`src/rtl/game_pkg.sv`:
```
// game_pkg: shared types and width helpers for the guess/turn scheduler.
//   state_e - scheduler FSM states
//   try_w   - bits needed to hold 0..max_tries
//   sel_w   - bits needed to index n players (minimum 1)
package game_pkg;

    typedef enum logic [2:0] {
        StGen,
        StTurn,
        StRelease,
        StCheck,
        StEnd
    } state_e;

    function automatic int unsigned try_w(input int unsigned max_tries);
        return $clog2(max_tries + 1);
    endfunction

    function automatic int unsigned sel_w(input int unsigned n);
        return (n <= 1) ? 1 : $clog2(n);
    endfunction

endpackage

```
`src/rtl/rr_next_player.sv`:
```
// rr_next_player: combinational round-robin search for the next player holding tries.
//   tries - packed per-player try counts, player p at [p*TRY_W +: TRY_W]
//   cur   - current player; the search starts at cur+1 and wraps, cur itself is checked last
//   next  - first player in that order with non-zero tries
//   found - high when such a player exists
module rr_next_player #(
    parameter int unsigned N     = 2,
    parameter int unsigned TRY_W = 3,
    parameter int unsigned SEL_W = 1
) (
    input  logic [N*TRY_W-1:0] tries,
    input  logic [SEL_W-1:0]   cur,
    output logic [SEL_W-1:0]   next,
    output logic               found
);

    int unsigned idx;

    always_comb begin
        next  = '0;
        found = 1'b0;
        idx   = 0;
        for (int unsigned k = 1; k <= N; k++) begin
            idx = (32'(cur) + k) % N;
            if (!found && tries[idx*TRY_W +: TRY_W] != '0) begin
                found = 1'b1;
                next  = SEL_W'(idx);
            end
        end
    end

endmodule

```
`src/rtl/guess_turn_scheduler.sv`:
```
// guess_turn_scheduler: shares one guess/compare datapath between N_PLAYERS players.
// Freezes the free-running target on the first press, grants turns round-robin, tracks
// remaining tries, pulses the LED update after every checked guess and reports the result.
//   clk, reset     - clock, synchronous active-high reset
//   i_enter        - per-player enter buttons (level, synchronised)
//   i_equal        - datapath compare result for the selected guess
//   i_new_game     - restart request, honoured only once the game has ended
//   o_sel          - player currently owning the datapath
//   o_inc_actual   - target increment enable (only while generating)
//   o_update_leds  - one-cycle pulse when a guess is checked
//   o_tries        - packed remaining tries, player p at [p*TRY_W +: TRY_W]
//   o_done/o_win/o_winner - game over, someone guessed, who guessed
// Optional: define TURN_TIMEOUT_EN to forfeit a try after TIMEOUT_CYCLES idle turn cycles.
module guess_turn_scheduler import game_pkg::*; #(
    parameter  int unsigned N_PLAYERS      = 2,
    parameter  int unsigned MAX_TRIES      = 7,
    parameter  int unsigned TIMEOUT_CYCLES = 1024,
    localparam int unsigned TRY_W          = try_w(MAX_TRIES),
    localparam int unsigned SEL_W          = sel_w(N_PLAYERS)
) (
    input  logic                       clk,
    input  logic                       reset,
    input  logic [N_PLAYERS-1:0]       i_enter,
    input  logic                       i_equal,
    input  logic                       i_new_game,
    output logic [SEL_W-1:0]           o_sel,
    output logic                       o_inc_actual,
    output logic                       o_update_leds,
    output logic [N_PLAYERS*TRY_W-1:0] o_tries,
    output logic                       o_done,
    output logic                       o_win,
    output logic [SEL_W-1:0]           o_winner
);

    localparam logic [TRY_W-1:0] TriesInit = TRY_W'(MAX_TRIES);

    if (N_PLAYERS < 1 || N_PLAYERS > 8 || MAX_TRIES < 1 || MAX_TRIES > 15 ||
        TIMEOUT_CYCLES < 2) begin : g_bad_params
        $error("guess_turn_scheduler: parameter out of range");
    end

    state_e                       state_q;
    logic [SEL_W-1:0]             cur_q;
    logic [TRY_W-1:0]             tries_q [N_PLAYERS];
    logic                         done_q;
    logic                         win_q;
    logic [SEL_W-1:0]             winner_q;

    logic [N_PLAYERS*TRY_W-1:0]   tries_post;
    logic [SEL_W-1:0]             next_sel;
    logic                         next_found;
    logic                         forfeit;

`ifdef TURN_TIMEOUT_EN
    localparam int unsigned       CNT_W   = $clog2(TIMEOUT_CYCLES);
    localparam logic [CNT_W-1:0]  CntLast = CNT_W'(TIMEOUT_CYCLES - 1);
    logic [CNT_W-1:0]             timeout_cnt_q;
    logic                         forfeit_q;
    assign forfeit = forfeit_q;
`else
    assign forfeit = 1'b0;
`endif

    // Tries as they will be after the current player's check (saturating at zero); the
    // round-robin search must see the post-decrement count of the current player.
    always_comb begin
        tries_post = '0;
        for (int p = 0; p < N_PLAYERS; p++) begin
            if (p == int'(cur_q) && tries_q[p] != '0) begin
                tries_post[p*TRY_W +: TRY_W] = tries_q[p] - TRY_W'(1);
            end else begin
                tries_post[p*TRY_W +: TRY_W] = tries_q[p];
            end
        end
    end

    rr_next_player #(
        .N     (N_PLAYERS),
        .TRY_W (TRY_W),
        .SEL_W (SEL_W)
    ) u_rr_next_player (
        .tries (tries_post),
        .cur   (cur_q),
        .next  (next_sel),
        .found (next_found)
    );

    always_ff @(posedge clk) begin
        if (reset) begin
            state_q  <= StGen;
            cur_q    <= '0;
            done_q   <= 1'b0;
            win_q    <= 1'b0;
            winner_q <= '0;
            for (int p = 0; p < N_PLAYERS; p++) tries_q[p] <= TriesInit;
`ifdef TURN_TIMEOUT_EN
            timeout_cnt_q <= '0;
            forfeit_q     <= 1'b0;
`endif
        end else begin
            case (state_q)
                StGen: begin
                    // Player 0's press both freezes the target and is their first guess.
                    if (i_enter[0]) begin
                        cur_q   <= '0;
                        state_q <= StRelease;
                    end
                end
                StTurn: begin
                    if (i_enter[cur_q]) begin
                        state_q <= StRelease;
                    end
`ifdef TURN_TIMEOUT_EN
                    else if (timeout_cnt_q == CntLast) begin
                        state_q   <= StCheck;
                        forfeit_q <= 1'b1;
                    end else begin
                        timeout_cnt_q <= timeout_cnt_q + CNT_W'(1);
                    end
`endif
                end
                StRelease: begin
                    if (!i_enter[cur_q]) state_q <= StCheck;
                end
                StCheck: begin
                    for (int p = 0; p < N_PLAYERS; p++) begin
                        tries_q[p] <= tries_post[p*TRY_W +: TRY_W];
                    end
`ifdef TURN_TIMEOUT_EN
                    forfeit_q     <= 1'b0;
                    timeout_cnt_q <= '0;
`endif
                    if (i_equal && !forfeit) begin
                        state_q  <= StEnd;
                        done_q   <= 1'b1;
                        win_q    <= 1'b1;
                        winner_q <= cur_q;
                    end else if (next_found) begin
                        cur_q   <= next_sel;
                        state_q <= StTurn;
                    end else begin
                        state_q <= StEnd;
                        done_q  <= 1'b1;
                        win_q   <= 1'b0;
                    end
                end
                StEnd: begin
                    if (i_new_game) begin
                        state_q  <= StGen;
                        cur_q    <= '0;
                        done_q   <= 1'b0;
                        win_q    <= 1'b0;
                        winner_q <= '0;
                        for (int p = 0; p < N_PLAYERS; p++) tries_q[p] <= TriesInit;
                    end
                end
                default: state_q <= StGen;
            endcase
        end
    end

    always_comb begin
        o_tries = '0;
        for (int p = 0; p < N_PLAYERS; p++) o_tries[p*TRY_W +: TRY_W] = tries_q[p];
    end

    assign o_sel         = cur_q;
    assign o_inc_actual  = (state_q == StGen);
    assign o_update_leds = (state_q == StCheck) && !forfeit;
    assign o_done        = done_q;
    assign o_win         = win_q;
    assign o_winner      = winner_q;

endmodule

```
`config.mk`:
```
export PLATFORM = sky130hd
export DESIGN_NAME = guess_turn_scheduler
export DESIGN_NICKNAME = d
export VERILOG_FILES = /design/src/rtl/game_pkg.sv /design/src/rtl/rr_next_player.sv /design/src/rtl/guess_turn_scheduler.sv
export SDC_FILE = /design/constraint.sdc
export NUM_CORES = 1
export LEC_CHECK = 0
export CORE_UTILIZATION = 25
export DETAILED_ROUTE_END_ITERATION = 10
export SETUP_SLACK_MARGIN = 0.15
export SLEW_MARGIN = 15
export SYNTH_ARGS = -nofsm -noshare
export SYNTH_HDL_FRONTEND = slang
export SYNTH_SLANG_ARGS = --single-unit
```
`constraint.sdc`:
```
create_clock -name clk -period 4.9 [get_ports clk]
set_input_delay 1.225 -clock clk [delete_from_list [all_inputs] [get_ports clk]]
set_output_delay 1.225 -clock clk [all_outputs]
set_load 0.02 [all_outputs]
```
Word-level counts from Yosys, hierarchy flattened

Memories as Yosys holds them, arrays and structs flattened.
Index checks and enable logic that the tools add are counted.

Word-level logic and storage cells: 88
Input bits: 6
Register bits: 7
RAM bits: 6
Memories kept: 1
Output and inout port bits: 12

Memory list:

| memory  | depth | width | read ports | clocked after memory_dff | wr ports | RTL line                   | text |
|---|---|---|---|---|---|---|---|
| tries_q | 2     | 3     | 2          | 0                        | 2        | guess_turn_scheduler.sv:44 | `logic [TRY_W-1:0] tries_q [N_PLAYERS];` |

Order comparisons: 1
Multiply operators: 2
Bitwise logic cells: 5
$add $sub $neg: 4
Reduce and logical (&&, ||, !) cells: 15
Multiplexer cells: 41
Shift operators: 2
Equal/unequal tests: 12

Operators by type and width:

| cell                  | count |
|---|---|
| $shiftx A6 B33 Y3     | 2 |
| $mux W3               | 12 |
| $mux W1               | 24 |
| $pmux W3 S5           | 1 |
| $reduce_bool A3 Y1    | 5 |
| $ne A2 B2 Y1 const B  | 6 |
| $eq A3 B2 Y1 const B  | 2 |
| $mul A1 B2 Y3 const B | 2 |
| $pmux W1 S2           | 3 |
| $reduce_and A3 Y1     | 2 |
| $sub A3 B1 Y3 const B | 2 |
| $reduce_and A5 Y1     | 1 |
| $or A1 B1 Y1          | 4 |
| $reduce_and A4 Y1     | 1 |
| $eq A3 B1 Y1 const B  | 1 |
| $eq A3 B3 Y1 const B  | 1 |
| $logic_and A1 B1 Y1   | 3 |
| $logic_not A3 Y1      | 1 |
| $ne A3 B3 Y1 const B  | 1 |
| $pmux W1 S3           | 1 |
| $add A1 B1 Y1 const B | 2 |
| $lt A1 B2 Y1 const B  | 1 |
| $ne A2 B1 Y1 const B  | 1 |
| $reduce_bool A2 Y1    | 1 |
| 2 further kinds       | 2 |

Longest topological paths before layout

An unclocked memory read counts as a cell.

Depth in word-level cells: 13
Mapped depth: 8
Depth with buffers taken out: 7

Cells and area by module

A second synthesis with hierarchy kept.

Cell total of the unflattened synthesis: 82
Area, all modules: 779.5 um^2

Modules (own cells, without submodules):

| module               | instances | area each (um^2) | seq. area each (um^2) | cells an instance |
|---|---|---|---|---|
| guess_turn_scheduler | 1         | 740.7            | 320.3                 | 78 |
| rr_next_player       | 1         | 38.8             | 0.0                   | 4 |

Worst setup path before layout

No wires, ideal clock.

Path kind: input to register
Start point: input port i_new_game
End point: memory tries_q[0][0], enable pin
Arrival time: 1.976 ns
Data required time: 4.582 ns
Cell stages on the path: 3
Setup slack: 2.606 ns
Library setup time: 0.318 ns
Buffers on the path: 0
Cells stage by stage: nor4bb_1 -> nor2_1 -> nand2_1

RTL lines:

| item               | RTL line                   | text |
|---|---|---|
| start: declaration | guess_turn_scheduler.sv:25 | `input logic i_new_game,` |
| end: declaration   | guess_turn_scheduler.sv:44 |  |

Worst setup path in the final report

Start point: register state_q[1]
End point: output port o_update_leds

Longest elaborated chain between the ends: 1

Ends and longest elaborated chain:

| item                     | RTL line                    | text |
|---|---|---|
| start: declaration       | guess_turn_scheduler.sv:42  | `state_e state_q;` |
| start signal: assignment | guess_turn_scheduler.sv:90  | `state_q <= StGen;` |
| start signal: assignment | guess_turn_scheduler.sv:106 | `state_q <= StRelease;` |
| start signal: assignment | guess_turn_scheduler.sv:111 | `state_q <= StRelease;` |
| $eq A3 B2 Y1             | guess_turn_scheduler.sv:169 | `assign o_update_leds = (state_q == StCheck) && !forfeit;` |
| end: declaration         | guess_turn_scheduler.sv:28  | `output logic o_update_leds,` |

No other way between the ends.

==> impl_metrics.ini <==
[status]
outcome = complete, no violations

[global_routing]
grt_pass1_vias = 668
grt_pass1_wl_um = 3120
grt_start_max_net_pins = 12
grt_overflow_total = 0
grt_util_met3_pct = 4.76
antenna_violations_before_repair = 0
global_route.usage.total_pct = 11.8
global_route.usage.met2_pct = 17.4
gr-max-usage-layer = met2
met1_global_route_usage_pct = 15.7

[route]
dr.pass1.iters = 4
drc_errors_left = 0
avgRoutedWirePerCell_um = 11.8
vias = 739
drc_violation_total_after_the_first_tritonroute_iteration = 80
detail-route-antenna-nets = 0
finalWirelength_um = 1860
drt-vias-per-instance = 4.68

[critical_path]
critPathArrivalTime_ns = 1.88
critPathKind = flop to output port
crit_fanout = 10
regToRegEndpoint = o_win
critical_path_required_ns = 3.67
capturing_element_type_of_the_critical_path = output port
worst_r2r_path_depth = 7
r2r_setup_slack_ns = 2.93
worst_r2r_startpoint = tries_q[0][3]
setup.worst_path.start = state_q[1]
worstSetupStartpointType = flop

[sta]
final_hold_viol_count = 0
post-route-min-period_ns = 3.10
final.hold.worst_slack_ns = 0.463
maxSlewViolCount = 0
total_setup_violations_reported_at_the_end_of_the_flow = 0
tightest_slew_ns = 0.652
slew_headroom_pct = 55.9
max_clock_freq_mhz = 322
totalNegativeSetupSlack_ns = 0
setup_repair_after_global_routing_missed_its_margin = no
final.setup_skew_ns = 0.00138
post-route-period-util_pct = 63.3

[synth]
post-synth-top-area-fraction_pct = 21.2
library_cells_used_by_synthesis = 33
dominantRegCellSynth = sky130_fd_sc_hd__dfxtp_1
syn_avg_cell_area_um2 = 8.67
synth_seq_cells = 13
post_synthesis_cell_type_with_the_largest_combined_area = sky130_fd_sc_hd__edfxtp_1
synthesis.area_um2 = 850
yosysWarnings = 0
synth_enable_flop_cells = 6
post_synth_inst_count = 98
post-synth-top-count-cell = sky130_fd_sc_hd__nor2_1
synthesis.nets = 108
synth_area_leaders = sky130_fd_sc_hd__edfxtp_1 (21%), sky130_fd_sc_hd__dfxtp_1 (16%), sky130_fd_sc_hd__ha_1 (5.9%), sky130_fd_sc_hd__nor2_1 (4.9%), sky130_fd_sc_hd__nand2_1 (4.4%)
yosysSeqAreaShare_pct = 37.7
synth_top_cells_by_count = sky130_fd_sc_hd__nor2_1 (11), sky130_fd_sc_hd__nand2_1 (10), sky130_fd_sc_hd__inv_1 (8)
async_flop_share_pct = 0

[worst_hold_path]
worstHoldStart = o_win
whs_path_depth = 2
holdPathEnd = o_win
hold_path_class = flop to flop

[clock_tree]
post-cts-setup-buffer-count = 0
insertion_delay_ns = 0.28
postCtsHoldBufs = 0
cts_htree_levels = 1
cts.repair.resized = 0
clock_root_buffer = sky130_fd_sc_hd__clkbuf_4
cts.sink_count = 13
clock_buffer_count_from_cts = 3
cts_buffer_depth = 2
tritoncts = done
cts.clk_slew.worst_paths_ns = 0.08

[power]
peakVddDrop_mv = 0.0594
total_leakage_power_nw = 0.402
power-per-cell-area_mw_per_mm2 = 200

[final_layout]
drive_gt1_share_pct = 7.02
areaGrowthSynthToFinish_pct = 26.8
fillers = 339
final_layout_net_count = 125
num_antenna_cells = 0

[placement]
detailedPlacementHpwl_um = 1380
placement.io_buffers = 17
finalWeightedCongestion = 0.761

[floorplan]
floorplan.die_area_mm2 = 0.00364
floorplan.core_area_mm2 = 0.00313
start_util_pct = 27.2
number_of_placement_rows = 20
io_pins = 18
die_height_um = 60.3
fp.dieW_um = 60.3

[job]
timing.max_cap.violations = 0
## cells by family after synthesis
logic type | share of synthesized area, %
fa+ha+maj | 5.89
mux | 1.33
compound gates | 16.3
xor+xnor | 4.12
flops | 37.7
buf+inv | 6.33
simple gates | 28.3
## metal layers
metal	vias up	part of all wire [%]	routed length, um
met3	2	5.4	101
met1	336	48	892
li1	385	-	-
met4	0	0.59	11
met5	-	0	0
met2	16	46	855
## through the flow
| stage | cells | instance area (um^2) | total power [mW] | util [%] | setup WS, ns |
|---|---|---|---|---|---|
| after floorplan | 98 | 850 | 0.138 | - | 2.61 |
| after global placement | 154 | 1050 | 0.149 | 33.6 | 1.93 |
| after detailed placement | 154 | 1050 | 0.149 | 33.6 | 1.85 |
| after CTS | 158 | 1080 | 0.220 | 34.4 | 1.77 |
| after global routing | 158 | 1080 | 0.226 | 34.4 | 1.67 |
| final | 158 | 1080 | 0.215 | 34.4 | 1.80 |
## area by class of cell
class                   count  area (um^2)  area share, %
inverters                   8         30.0           2.79
clock buffers               4         26.3           2.44
multi-input cells          72          475           44.1
well taps                  44         55.1           5.11
repair buffers             17          170           15.8
flip-flops and latches     13          320           29.7
## flip-flops by register name, summed over array words and instances, names as in the netlist
register,count
o_done,1
o_sel,1
tries_q,6
state_q,3
o_win,1
o_winner,1
## critical path, cell delays in order (launching register included)
cell                              delay [ns]
sky130_fd_sc_hd__dfxtp_1                0.51
sky130_fd_sc_hd__and3b_1                0.41
sky130_fd_sc_hd__clkdlybuf4s50_1        0.67
## cells in the final DEF (no fill, tap or decap), types with 2 or more instances in the layout
master,Yosys,routed
sky130_fd_sc_hd__a211oi_1,3,3
sky130_fd_sc_hd__a21oi_1,5,5
sky130_fd_sc_hd__clkbuf_4,0,3
sky130_fd_sc_hd__clkdlybuf4s50_1,0,17
sky130_fd_sc_hd__dfxtp_1,7,7
sky130_fd_sc_hd__edfxtp_1,6,6
sky130_fd_sc_hd__ha_1,4,4
sky130_fd_sc_hd__inv_1,8,8
sky130_fd_sc_hd__nand2_1,10,10
sky130_fd_sc_hd__nand3_1,4,4
sky130_fd_sc_hd__nor2_1,11,11
sky130_fd_sc_hd__nor3_1,2,2
sky130_fd_sc_hd__nor4b_1,3,3
sky130_fd_sc_hd__nor4bb_1,3,3
sky130_fd_sc_hd__o211ai_1,5,5
sky130_fd_sc_hd__or2_2,2,2
sky130_fd_sc_hd__xnor2_1,4,4
## power breakdown
group / leakage (nW) / internal [mW] / total (mW) / switching (mW)
clock network: 0.0150 / 0.0316 / 0.0682 / 0.0366
registers: 0.0978 / 0.115 / 0.120 / 0.00455
logic: 0.289 / 0.0139 / 0.0272 / 0.0132
total: 0.402 / 0.161 / 0.215 / 0.0544
## worst max-delay path by stage
stage                     slack (ns)  cells after the start       endpoint
after floorplan                 2.61                      3  tries_q[0][0]
final                           1.80                      2  o_update_leds
after detailed placement        1.85                      4  tries_q[0][5]
after global placement          1.93                      4  tries_q[0][3]
after global routing            1.67                      2  o_update_leds
after CTS                       1.77                      2  o_update_leds
(Power assumes the default switching activity.)
